### config.mk
export PLATFORM = sky130hd
export DESIGN_NAME = usb_rx_sipo_flat
export DESIGN_NICKNAME = d
export VERILOG_FILES = /design/src/rtl/usb_rx_sipo_if.sv /design/src/rtl/usb_rx_sipo.sv /design/src/flat_wrapper.sv
export SDC_FILE = /design/constraint.sdc
export NUM_CORES = 1
export LEC_CHECK = 0
export BUFFER_PORTS_ARGS = -buffer_cell sky130_fd_sc_hd__buf_4
export CAP_MARGIN = 5
export CORE_MARGIN = 2
export CORE_UTILIZATION = 35
export DETAILED_ROUTE_END_ITERATION = 16
export GPL_TIMING_DRIVEN = 0
export SYNTH_ARGS = -nofsm -noshare
export SYNTH_HDL_FRONTEND = slang
export SYNTH_SLANG_ARGS = --single-unit
### constraint.sdc
create_clock -name clk -period 2.08 [get_ports clk]
set_input_delay 0.208 -clock clk [delete_from_list [all_inputs] [get_ports clk]]
set_output_delay 0.208 -clock clk [all_outputs]
set_load 0.02 [all_outputs]
### src/rtl/usb_rx_sipo_if.sv
// usb_rx_sipo_if: decoded bit stream in, fifo write strobe and packet status out of the receive SIPO
interface usb_rx_sipo_if #(parameter int BYTE_CNT_WIDTH = 11);
    logic                      serial_data_in;
    logic                      serial_data_in_val;
    logic                      serial_data_in_last;
    logic                      fifo_full;
    logic [7:0]                w_data;
    logic                      wr_en;
    logic                      pkt_done;
    logic                      pkt_err;
    logic [1:0]                err_code;
    logic [BYTE_CNT_WIDTH-1:0] byte_count;
    logic                      sipo_empty;
    modport master (
        output serial_data_in, serial_data_in_val, serial_data_in_last, fifo_full,
        input  w_data, wr_en, pkt_done, pkt_err, err_code, byte_count, sipo_empty
    );
    modport slave (
        input  serial_data_in, serial_data_in_val, serial_data_in_last, fifo_full,
        output w_data, wr_en, pkt_done, pkt_err, err_code, byte_count, sipo_empty
    );
endinterface

### src/rtl/usb_rx_sipo.sv
// usb_rx_sipo: removes stuffed bits, assembles LSB-first bytes into a one-entry hold for the rx fifo
module usb_rx_sipo #(
    parameter int MAX_STUFF_RUN  = 6,
    parameter int BYTE_CNT_WIDTH = 11
) (
    input logic          clk,
    input logic          rst,
    usb_rx_sipo_if.slave rx
);
    localparam int OW = $clog2(MAX_STUFF_RUN + 1);
    typedef enum logic [1:0] {IDLE, RECV, FLUSH, DISCARD} state_e;
    state_e                    state_q, state_d;
    logic [7:0]                shift_q, shift_d, hold_q, hold_d, shifted;
    logic [2:0]                bit_cnt_q, bit_cnt_d;
    logic [OW-1:0]             ones_q, ones_d;
    logic                      hold_vld_q, hold_vld_d, done_q, done_d, err_q, err_d;
    logic [1:0]                code_q, code_d, code;
    logic [BYTE_CNT_WIDTH-1:0] cnt_q, cnt_d;
    logic                      wr, take, stuffed, full_byte, ovf, partial;
    assign wr        = hold_vld_q && !rx.fifo_full;
    assign take      = rx.serial_data_in_val && (state_q == IDLE || state_q == RECV);
    assign stuffed   = ones_q == OW'(MAX_STUFF_RUN);
    assign shifted   = {rx.serial_data_in, shift_q[7:1]};
    assign full_byte = !stuffed && bit_cnt_q == 3'd7;
    // a full hold that the fifo is not draining this cycle cannot take the new byte
    assign ovf       = full_byte && hold_vld_q && rx.fifo_full;
    assign partial   = stuffed ? bit_cnt_q != 3'd0 : !full_byte;
    assign code      = (stuffed && rx.serial_data_in) ? 2'b01 :
                       ovf ? 2'b11 :
                       (rx.serial_data_in_last && partial) ? 2'b10 : 2'b00;
    always_comb begin
        state_d    = state_q;
        shift_d    = shift_q;
        hold_d     = hold_q;
        bit_cnt_d  = bit_cnt_q;
        ones_d     = ones_q;
        hold_vld_d = hold_vld_q && !wr;
        code_d     = code_q;
        cnt_d      = cnt_q;
        done_d     = 1'b0;
        err_d      = 1'b0;
        if (take) begin
            state_d   = RECV;
            cnt_d     = state_q == IDLE ? '0 : cnt_q;
            code_d    = state_q == IDLE ? 2'b00 : code_q;
            shift_d   = stuffed ? shift_q : shifted;
            bit_cnt_d = stuffed ? bit_cnt_q : bit_cnt_q + 3'd1;
            ones_d    = (stuffed || !rx.serial_data_in) ? '0 : ones_q + OW'(1);
            if (full_byte && !ovf) begin
                hold_d     = shifted;
                hold_vld_d = 1'b1;
                cnt_d      = &cnt_q ? cnt_q : cnt_q + BYTE_CNT_WIDTH'(1);
            end
            err_d = code != 2'b00;
            if (err_d) code_d = code;
            if (err_d || rx.serial_data_in_last) begin
                shift_d   = '0;
                bit_cnt_d = '0;
                ones_d    = '0;
                state_d   = rx.serial_data_in_last ? FLUSH : DISCARD;
            end
        end else if (state_q == DISCARD && rx.serial_data_in_val && rx.serial_data_in_last) begin
            state_d = FLUSH;
        end else if (state_q == FLUSH && !hold_vld_q) begin
            state_d = IDLE;
            done_d  = code_q == 2'b00;
        end
    end
    always_ff @(posedge clk or posedge rst) begin
        if (rst) begin
            state_q    <= IDLE;
            shift_q    <= '0;
            hold_q     <= '0;
            bit_cnt_q  <= '0;
            ones_q     <= '0;
            hold_vld_q <= 1'b0;
            code_q     <= 2'b00;
            cnt_q      <= '0;
            done_q     <= 1'b0;
            err_q      <= 1'b0;
        end else begin
            state_q    <= state_d;
            shift_q    <= shift_d;
            hold_q     <= hold_d;
            bit_cnt_q  <= bit_cnt_d;
            ones_q     <= ones_d;
            hold_vld_q <= hold_vld_d;
            code_q     <= code_d;
            cnt_q      <= cnt_d;
            done_q     <= done_d;
            err_q      <= err_d;
        end
    end
    assign rx.w_data     = hold_q;
    assign rx.wr_en      = wr;
    assign rx.pkt_done   = done_q;
    assign rx.pkt_err    = err_q;
    assign rx.err_code   = code_q;
    assign rx.byte_count = cnt_q;
    assign rx.sipo_empty = state_q == IDLE && !hold_vld_q;
endmodule

### src/flat_wrapper.sv
// flat-port wrapper written by rule: the top's interface ports become plain ports
module usb_rx_sipo_flat 
#(
    parameter int MAX_STUFF_RUN  = 6,
    parameter int BYTE_CNT_WIDTH = 11
)
  (clk, rst, rx_serial_data_in, rx_serial_data_in_val, rx_serial_data_in_last, rx_fifo_full, rx_w_data, rx_wr_en, rx_pkt_done, rx_pkt_err, rx_err_code, rx_byte_count, rx_sipo_empty);
  usb_rx_sipo_if #(.BYTE_CNT_WIDTH(BYTE_CNT_WIDTH)) rx_i ();
  input logic clk;
  input logic rst;
  input wire logic [$bits(rx_i.serial_data_in)-1:0] rx_serial_data_in;
  input wire logic [$bits(rx_i.serial_data_in_val)-1:0] rx_serial_data_in_val;
  input wire logic [$bits(rx_i.serial_data_in_last)-1:0] rx_serial_data_in_last;
  input wire logic [$bits(rx_i.fifo_full)-1:0] rx_fifo_full;
  output wire logic [$bits(rx_i.w_data)-1:0] rx_w_data;
  output wire logic [$bits(rx_i.wr_en)-1:0] rx_wr_en;
  output wire logic [$bits(rx_i.pkt_done)-1:0] rx_pkt_done;
  output wire logic [$bits(rx_i.pkt_err)-1:0] rx_pkt_err;
  output wire logic [$bits(rx_i.err_code)-1:0] rx_err_code;
  output wire logic [$bits(rx_i.byte_count)-1:0] rx_byte_count;
  output wire logic [$bits(rx_i.sipo_empty)-1:0] rx_sipo_empty;
  assign rx_i.serial_data_in = rx_serial_data_in;
  assign rx_i.serial_data_in_val = rx_serial_data_in_val;
  assign rx_i.serial_data_in_last = rx_serial_data_in_last;
  assign rx_i.fifo_full = rx_fifo_full;
  assign rx_w_data = rx_i.w_data;
  assign rx_wr_en = rx_i.wr_en;
  assign rx_pkt_done = rx_i.pkt_done;
  assign rx_pkt_err = rx_i.pkt_err;
  assign rx_err_code = rx_i.err_code;
  assign rx_byte_count = rx_i.byte_count;
  assign rx_sipo_empty = rx_i.sipo_empty;
  usb_rx_sipo #(.MAX_STUFF_RUN(MAX_STUFF_RUN), .BYTE_CNT_WIDTH(BYTE_CNT_WIDTH)) u_core (.clk(clk), .rst(rst), .rx(rx_i));
endmodule
==> results of run 1 <==
## routing by layer
metal / track usage [%] / vias up / share of wire, %
li1: - / 723 / -
met5: 0 / - / 0
met4: 4.74 / 0 / 1.0
met2: 23.4 / 25 / 46
met3: 3.56 / 5 / 3.8
met1: 20.4 / 735 / 49
## worst paths after layout
check	depth (start not counted)	slack (ns)	start	to
min in group clk	2	0.12	rx_serial_data_in_val	u_core.state_q[0]
setup reg to reg	6	0.21	u_core.bit_cnt_q[0]	u_core.rx.byte_count[6]
hold reg to reg	1	0.51	u_core.shift_q[1]	u_core.shift_q[1]
setup / recovery	6	0.21	u_core.bit_cnt_q[0]	u_core.rx.byte_count[6]
hold / removal	2	0.08	rst	u_core.rx.w_data[0]
max in group asynchronous	2	1.49	rst	u_core.rx.byte_count[7]
## kinds of logic (layout without fill, tap and decap cells)
logic type      after synthesis  in the layout  share of synthesized area, %
compound gates               50             50                          19.3
fa+ha+maj                     6              6                          3.90
buf+inv                      11             50                          2.27
flops                        39             39                          50.6
mux                          13             13                          7.34
simple gates                 53             53                          16.6
## flip-flops by register name, indices dropped and copies added (netlist names)
signal	cells
u_core.rx.byte_count	11
u_core.ones_q	3
u_core.state_q	2
u_core.rx.err_code	2
u_core.rx.pkt_done	1
u_core.hold_vld_q	1
u_core.bit_cnt_q	3
u_core.shift_q	7
u_core.rx.w_data	8
u_core.rx.pkt_err	1
## power by group through the flow
stage	clock, W	combinational (W)	sequential (W)
after floorplan	0	0.000155	0.000876
after global placement	0	0.000250	0.000869
after detailed placement	0	0.000255	0.000869
after CTS	0.000672	0.000256	0.000855
after global routing	0.000706	0.000291	0.000863
final	0.000657	0.000255	0.000854
## placed cells by master, fill, tap and decap left out, types with 3 or more instances in the layout
| master | instances |
|---|---|
| and3_1 | 3 |
| ha_1 | 6 |
| nand2_1 | 15 |
| mux2i_1 | 4 |
| nand3_1 | 5 |
| buf_4 | 31 |
| dfrtp_1 | 39 |
| clkbuf_8 | 5 |
| a22o_1 | 9 |
| o211ai_1 | 3 |
| nand2b_1 | 6 |
| mux2_2 | 9 |
| inv_1 | 7 |
| o21ai_0 | 17 |
| nor2_1 | 3 |
## cell type report
type                       instances  area [sq um]  share of cell area (%)
sequential                        39           976                    41.1
tap                               72          90.1                    3.80
timing repair buffer              31           233                    9.81
clock inverter                     3          46.3                    1.95
buffer                             3          13.8                   0.580
clock buffer                       5          68.8                    2.90
inverter                           8          30.0                    1.27
multi-input combinational        122           915                    38.6
## metrics by stage
step           hold WS, ns  util (%)  power (W)  instances  worst slack, ns
2_1_floorplan        0.317         -    0.00103        172            0.410
5_1_grt              0.145      43.9    0.00186        283           0.0350
3_3_place_gp         0.430      41.5    0.00112        274            0.103
3_5_place_dp         0.433      41.5    0.00112        274           0.0985
6_report            0.0764      43.9    0.00177        283            0.212
4_1_cts              0.113      43.6    0.00178        282           0.0723
## repair_timing
action	in CTS	in global routing
hold buffers	0	0
resized for setup	0	2
setup endpoints to repair	0	6
buffers inserted	0	1
==> impl_metrics.ini, run 1 <==
[outcome]
outcome = complete, no violations

[final_layout]
layout-drive-gt1-share_pct = 30.8
diodes = 0
layout.nets = 222
nFillCells = 546
fin_area_sq_um = 2370
areaGrowthSynthToFinish_pct = 23.1

[clock_network]
root_buffer = clkbuf_8
cts_htree_levels = 2
clockBufferDepth = 2
cts.sink_count = 39
path_clk_slew_ns = 0.09
cts_tree = built
clkLatencyLatePin_ns = 0.29
cts_made_buffers = 5

[drt]
drtIter0Drc = 46
post_drt_wl_per_cell_um = 14.7
wl_um = 4150
vias = 1488
dr.pass1.iters = 4
via_per_inst = 5.26
route.detailed.drc = 0
ant_nets = 0

[pwr]
seqPwrFrac_pct = 48.4
ir_worst_vdd_mv = 0.467
power_switching_w = 0.000491
intPower_w = 0.00127
powerDensity_nw_per_um2 = 744
power_frac_comb_pct = 14.4
p_clk_share_pct = 37.2
switching_share_pct = 27.8
power_leakage_nw = 1.12

[logic_synthesis]
yosys_most_used_dff = dfrtp_1
syn-num-nets = 184
synth.ff_latch_count = 39
avgSynthCellArea_sq_um = 11.2
yosysTopAreaCellShare_pct = 50.6
async_flop_share_pct = 100
synth-seq-area-share_pct = 50.6
yosysMostFrequentCell = dfrtp_1
synthesis.instances = 172
synth_common_cells = 39 x dfrtp_1, 17 x o21ai_0, 15 x nand2_1
netlist_area_sq_um = 1930
synth_top_cell_by_area = dfrtp_1
ys_warn_count = 0
netlist-cell-type-count = 46
synth_edf_count = 0
synth_area_leaders = dfrtp_1 51%, mux2_2 5.3%, o21ai_0 4.4%, a22o_1 4.1%, ha_1 3.9%

[critical_path]
crit_type = flop to flop
crit_buf_inv = 0
crit_fanout = 10
path_common_cell = ha_1
crit_path_top_delay_cell = or4_1
crit_family = compound AO/OA/AOI/OAI gates
crit_required_ns = 2.30
crit_arrival_ns = 2.09
cp-start-kind = flop
endpoint_kind = flop
cp_slowest_stage_delay_ns = 0.49
path_cells = ha_1 -> ha_1 -> a21boi_2 -> a21oi_2 -> or4_1 -> a21boi_1

[flow_run]
maxCapViolations = 0

[sta]
grt_setup_unrepaired = no
fmax_ghz = 0.535
finClkSkew_ns = 0.00695
max-slew-margin-rel_pct = 44.9
setup_tns_ns = 0
worst_pin_slew_ns = 0.825
setup_viol = 0
period_needed_ns = 1.87
final-max-slew-violation-count = 0
fin_crit_sh_pct = 89.8
hold_viol = 0

[worst_hold_path]
min_path_type = input pin to async pin

[global_route]
overflow = 0
antenna_found_initial = 0
grt_usage_pct = 14.9
first_global_vias = 1488
grt_pass1_wl_um = 7170
grt_max_degree = 40

[floorplan]
ios = 31
core_area_sq_um = 5410
die_h_um = 78.2
fp.dieW_um = 78.2
die-area_sq_um = 6110
start_util_pct = 35.6
num_rows = 27

[placed_design]
postPlaceCellArea_sq_um = 2240
io_buffers = 30
post-dp-hpwl_um = 2850
place.gp.congestion = 0.799
No activity file was read; power rests on OpenSTA's default activity.
==> run 2: changes to the inputs <==
--- a/config.mk
+++ b/config.mk
@@ -6,9 +6,10 @@
 export NUM_CORES = 1
 export LEC_CHECK = 0
 export BUFFER_PORTS_ARGS = -buffer_cell sky130_fd_sc_hd__buf_4
-export CAP_MARGIN = 5
+export CAP_MARGIN = 0
 export CORE_MARGIN = 2
 export CORE_UTILIZATION = 35
+export CTS_BUF_LIST = sky130_fd_sc_hd__clkbuf_16
 export DETAILED_ROUTE_END_ITERATION = 16
 export GPL_TIMING_DRIVEN = 0
 export SYNTH_ARGS = -nofsm -noshare
==> run 2 against run 1 <==
  * Die area stayed put
  * Cell count unchanged
  * Sequential power barely moved
  * Clock power rose by 33%
  * Wire length shrank 0.53%
  * Critical path type unchanged
  * Largest cell class unchanged
==> impl_metrics.ini, run 2 (same netlist as run 1, synthesis figures left out) <==
[clock_network]
cts_hold_buf = 0
clkLatencyLatePin_ns = 0.28
clockBufferDepth = 2
cts_tree = built
path_clk_slew_ns = 0.06
root_buffer = clkbuf_16
cts_made_buffers = 5
cts.sink_count = 39
cts_htree_levels = 2

[placed_design]
io_buffers = 30
place.gp.congestion = 0.799
post-dp-hpwl_um = 2850

[global_route]
grt_max_degree = 40
antenna_found_initial = 0
grt_pass1_wl_um = 7200
overflow = 0
grt_usage_pct = 14.8
first_global_vias = 1485

[floorplan]
die_h_um = 78.2
die-area_sq_um = 6110
core_area_sq_um = 5410
start_util_pct = 35.6
ios = 31
fp.dieW_um = 78.2
num_rows = 27

[critical_path]
path_cells = ha_1 -> ha_1 -> a21boi_2 -> a21oi_2 -> or4_1 -> a21boi_1
crit_required_ns = 2.28
reg2reg_depth = 6
path_common_cell = ha_1
crit_fanout = 10
endpoint_kind = flop
r2r_setup_slack_ns = 0.20
crit_arrival_ns = 2.07
timing.rr.start = u_core.bit_cnt_q[0]
crit_type = flop to flop
cp-start-kind = flop
crit_path_top_delay_cell = or4_1
rr_endpoint = u_core.rx.byte_count[6]
cp_slowest_stage_delay_ns = 0.49

[pwr]
powerDensity_nw_per_um2 = 818
ir_worst_vdd_mv = 0.490
power_leakage_nw = 1.15

[final_layout]
most-common-layout-cells = 39 x dfrtp_1, 31 x buf_4, 17 x o21ai_0, 15 x nand2_1
nFillCells = 533
diodes = 0
seq_area_sq_um = 976
areaGrowthSynthToFinish_pct = 26.0
final_common_cell = dfrtp_1
largest_reg_flops = 11
layout.nets = 222
multi_input_area_sq_um = 915
layout-drive-gt1-share_pct = 30.8

[sta]
period_needed_ns = 1.88
setup_tns_ns = 0
grt_setup_unrepaired = no
max-slew-margin-rel_pct = 44.4
fin_crit_sh_pct = 90.2
worst_pin_slew_ns = 0.833
hold_viol = 0
holdWs_ns = 0.105
finClkSkew_ns = 0.00575
final-max-slew-violation-count = 0
setup_viol = 0
fmax_ghz = 0.533

[drt]
dr.pass1.iters = 4
drtIter0Drc = 46
wl_um = 4130
route.detailed.drc = 0
ant_nets = 0
post_drt_wl_per_cell_um = 14.6
vias = 1500
via_per_inst = 5.30

[flow_run]
maxCapViolations = 0

[outcome]
outcome = complete, no violations

[worst_hold_path]
min_path_type = input pin to async pin
[run 2: how the worst max path moves through the flow]
stage	cells after the start	from	end	slack, ns
6_report	6	u_core.bit_cnt_q[0]	u_core.rx.byte_count[6]	0.20
3_3_place_gp	6	u_core.bit_cnt_q[0]	u_core.rx.byte_count[4]	0.10
4_1_cts	6	u_core.bit_cnt_q[0]	u_core.rx.byte_count[4]	0.07
5_1_grt	6	u_core.bit_cnt_q[0]	u_core.rx.byte_count[6]	0.04
2_1_floorplan	6	u_core.bit_cnt_q[0]	u_core.rx.w_data[0]	0.41
3_5_place_dp	6	u_core.bit_cnt_q[0]	u_core.rx.byte_count[4]	0.1
[run 2: layout make-up]
class | count | area share (%)
sequential | 39 | 40.2
multi-input combinational | 122 | 37.7
timing repair buffer | 31 | 9.58
clock buffer | 5 | 5.15
tap | 72 | 3.71
clock inverter | 3 | 1.91
inverter | 8 | 1.24
buffer | 3 | 0.567
[run 2: worst max-delay path: cells and delay by family (launching register included)]
| family | cells | cell delay [ns] |
|---|---|---|
| AOI/OAI and AO/OA | 3 | 0.57 |
| and+or+nand+nor | 1 | 0.49 |
| DFF | 1 | 0.38 |
| adders and majority gates | 2 | 0.36 |
[run 2: through the flow]
| step | util (%) | cells | power, W | instance area (sq um) | worst slack (ns) |
|---|---|---|---|---|---|
| 6_report | 44.9 | 283 | 0.00199 | 2430 | 0.205 |
| 5_1_grt | 44.9 | 283 | 0.00209 | 2430 | 0.0413 |
| 4_1_cts | 44.7 | 282 | 0.00201 | 2410 | 0.0728 |
| 3_5_place_dp | 41.5 | 274 | 0.00112 | 2240 | 0.0985 |
| 3_3_place_gp | 41.5 | 274 | 0.00112 | 2240 | 0.103 |
| 2_1_floorplan | - | 172 | 0.00103 | 1930 | 0.410 |
[run 2: where the power goes]
group | total, W | switching (W) | leakage (nW) | internal [W]
registers | 0.000856 | 0.0000448 | 0.532 | 0.000811
logic | 0.000256 | 0.000152 | 0.536 | 0.000104
clock network | 0.000876 | 0.000306 | 0.0804 | 0.000569
total | 0.00199 | 0.000503 | 1.15 | 0.00148
[run 2: timing repair]
action,4_1_cts,5_1_grt
buffers inserted,0,1
resized for setup,0,2
endpoints found under the setup margin,0,6
[run 2: layer usage]
layer	vias to the layer above	share of wire, %	track usage, %
met5	-	0	0
li1	729	-	-
met3	2	4.0	3.22
met4	0	0.46	3.68
met2	25	48	23.7
met1	744	48	20.5
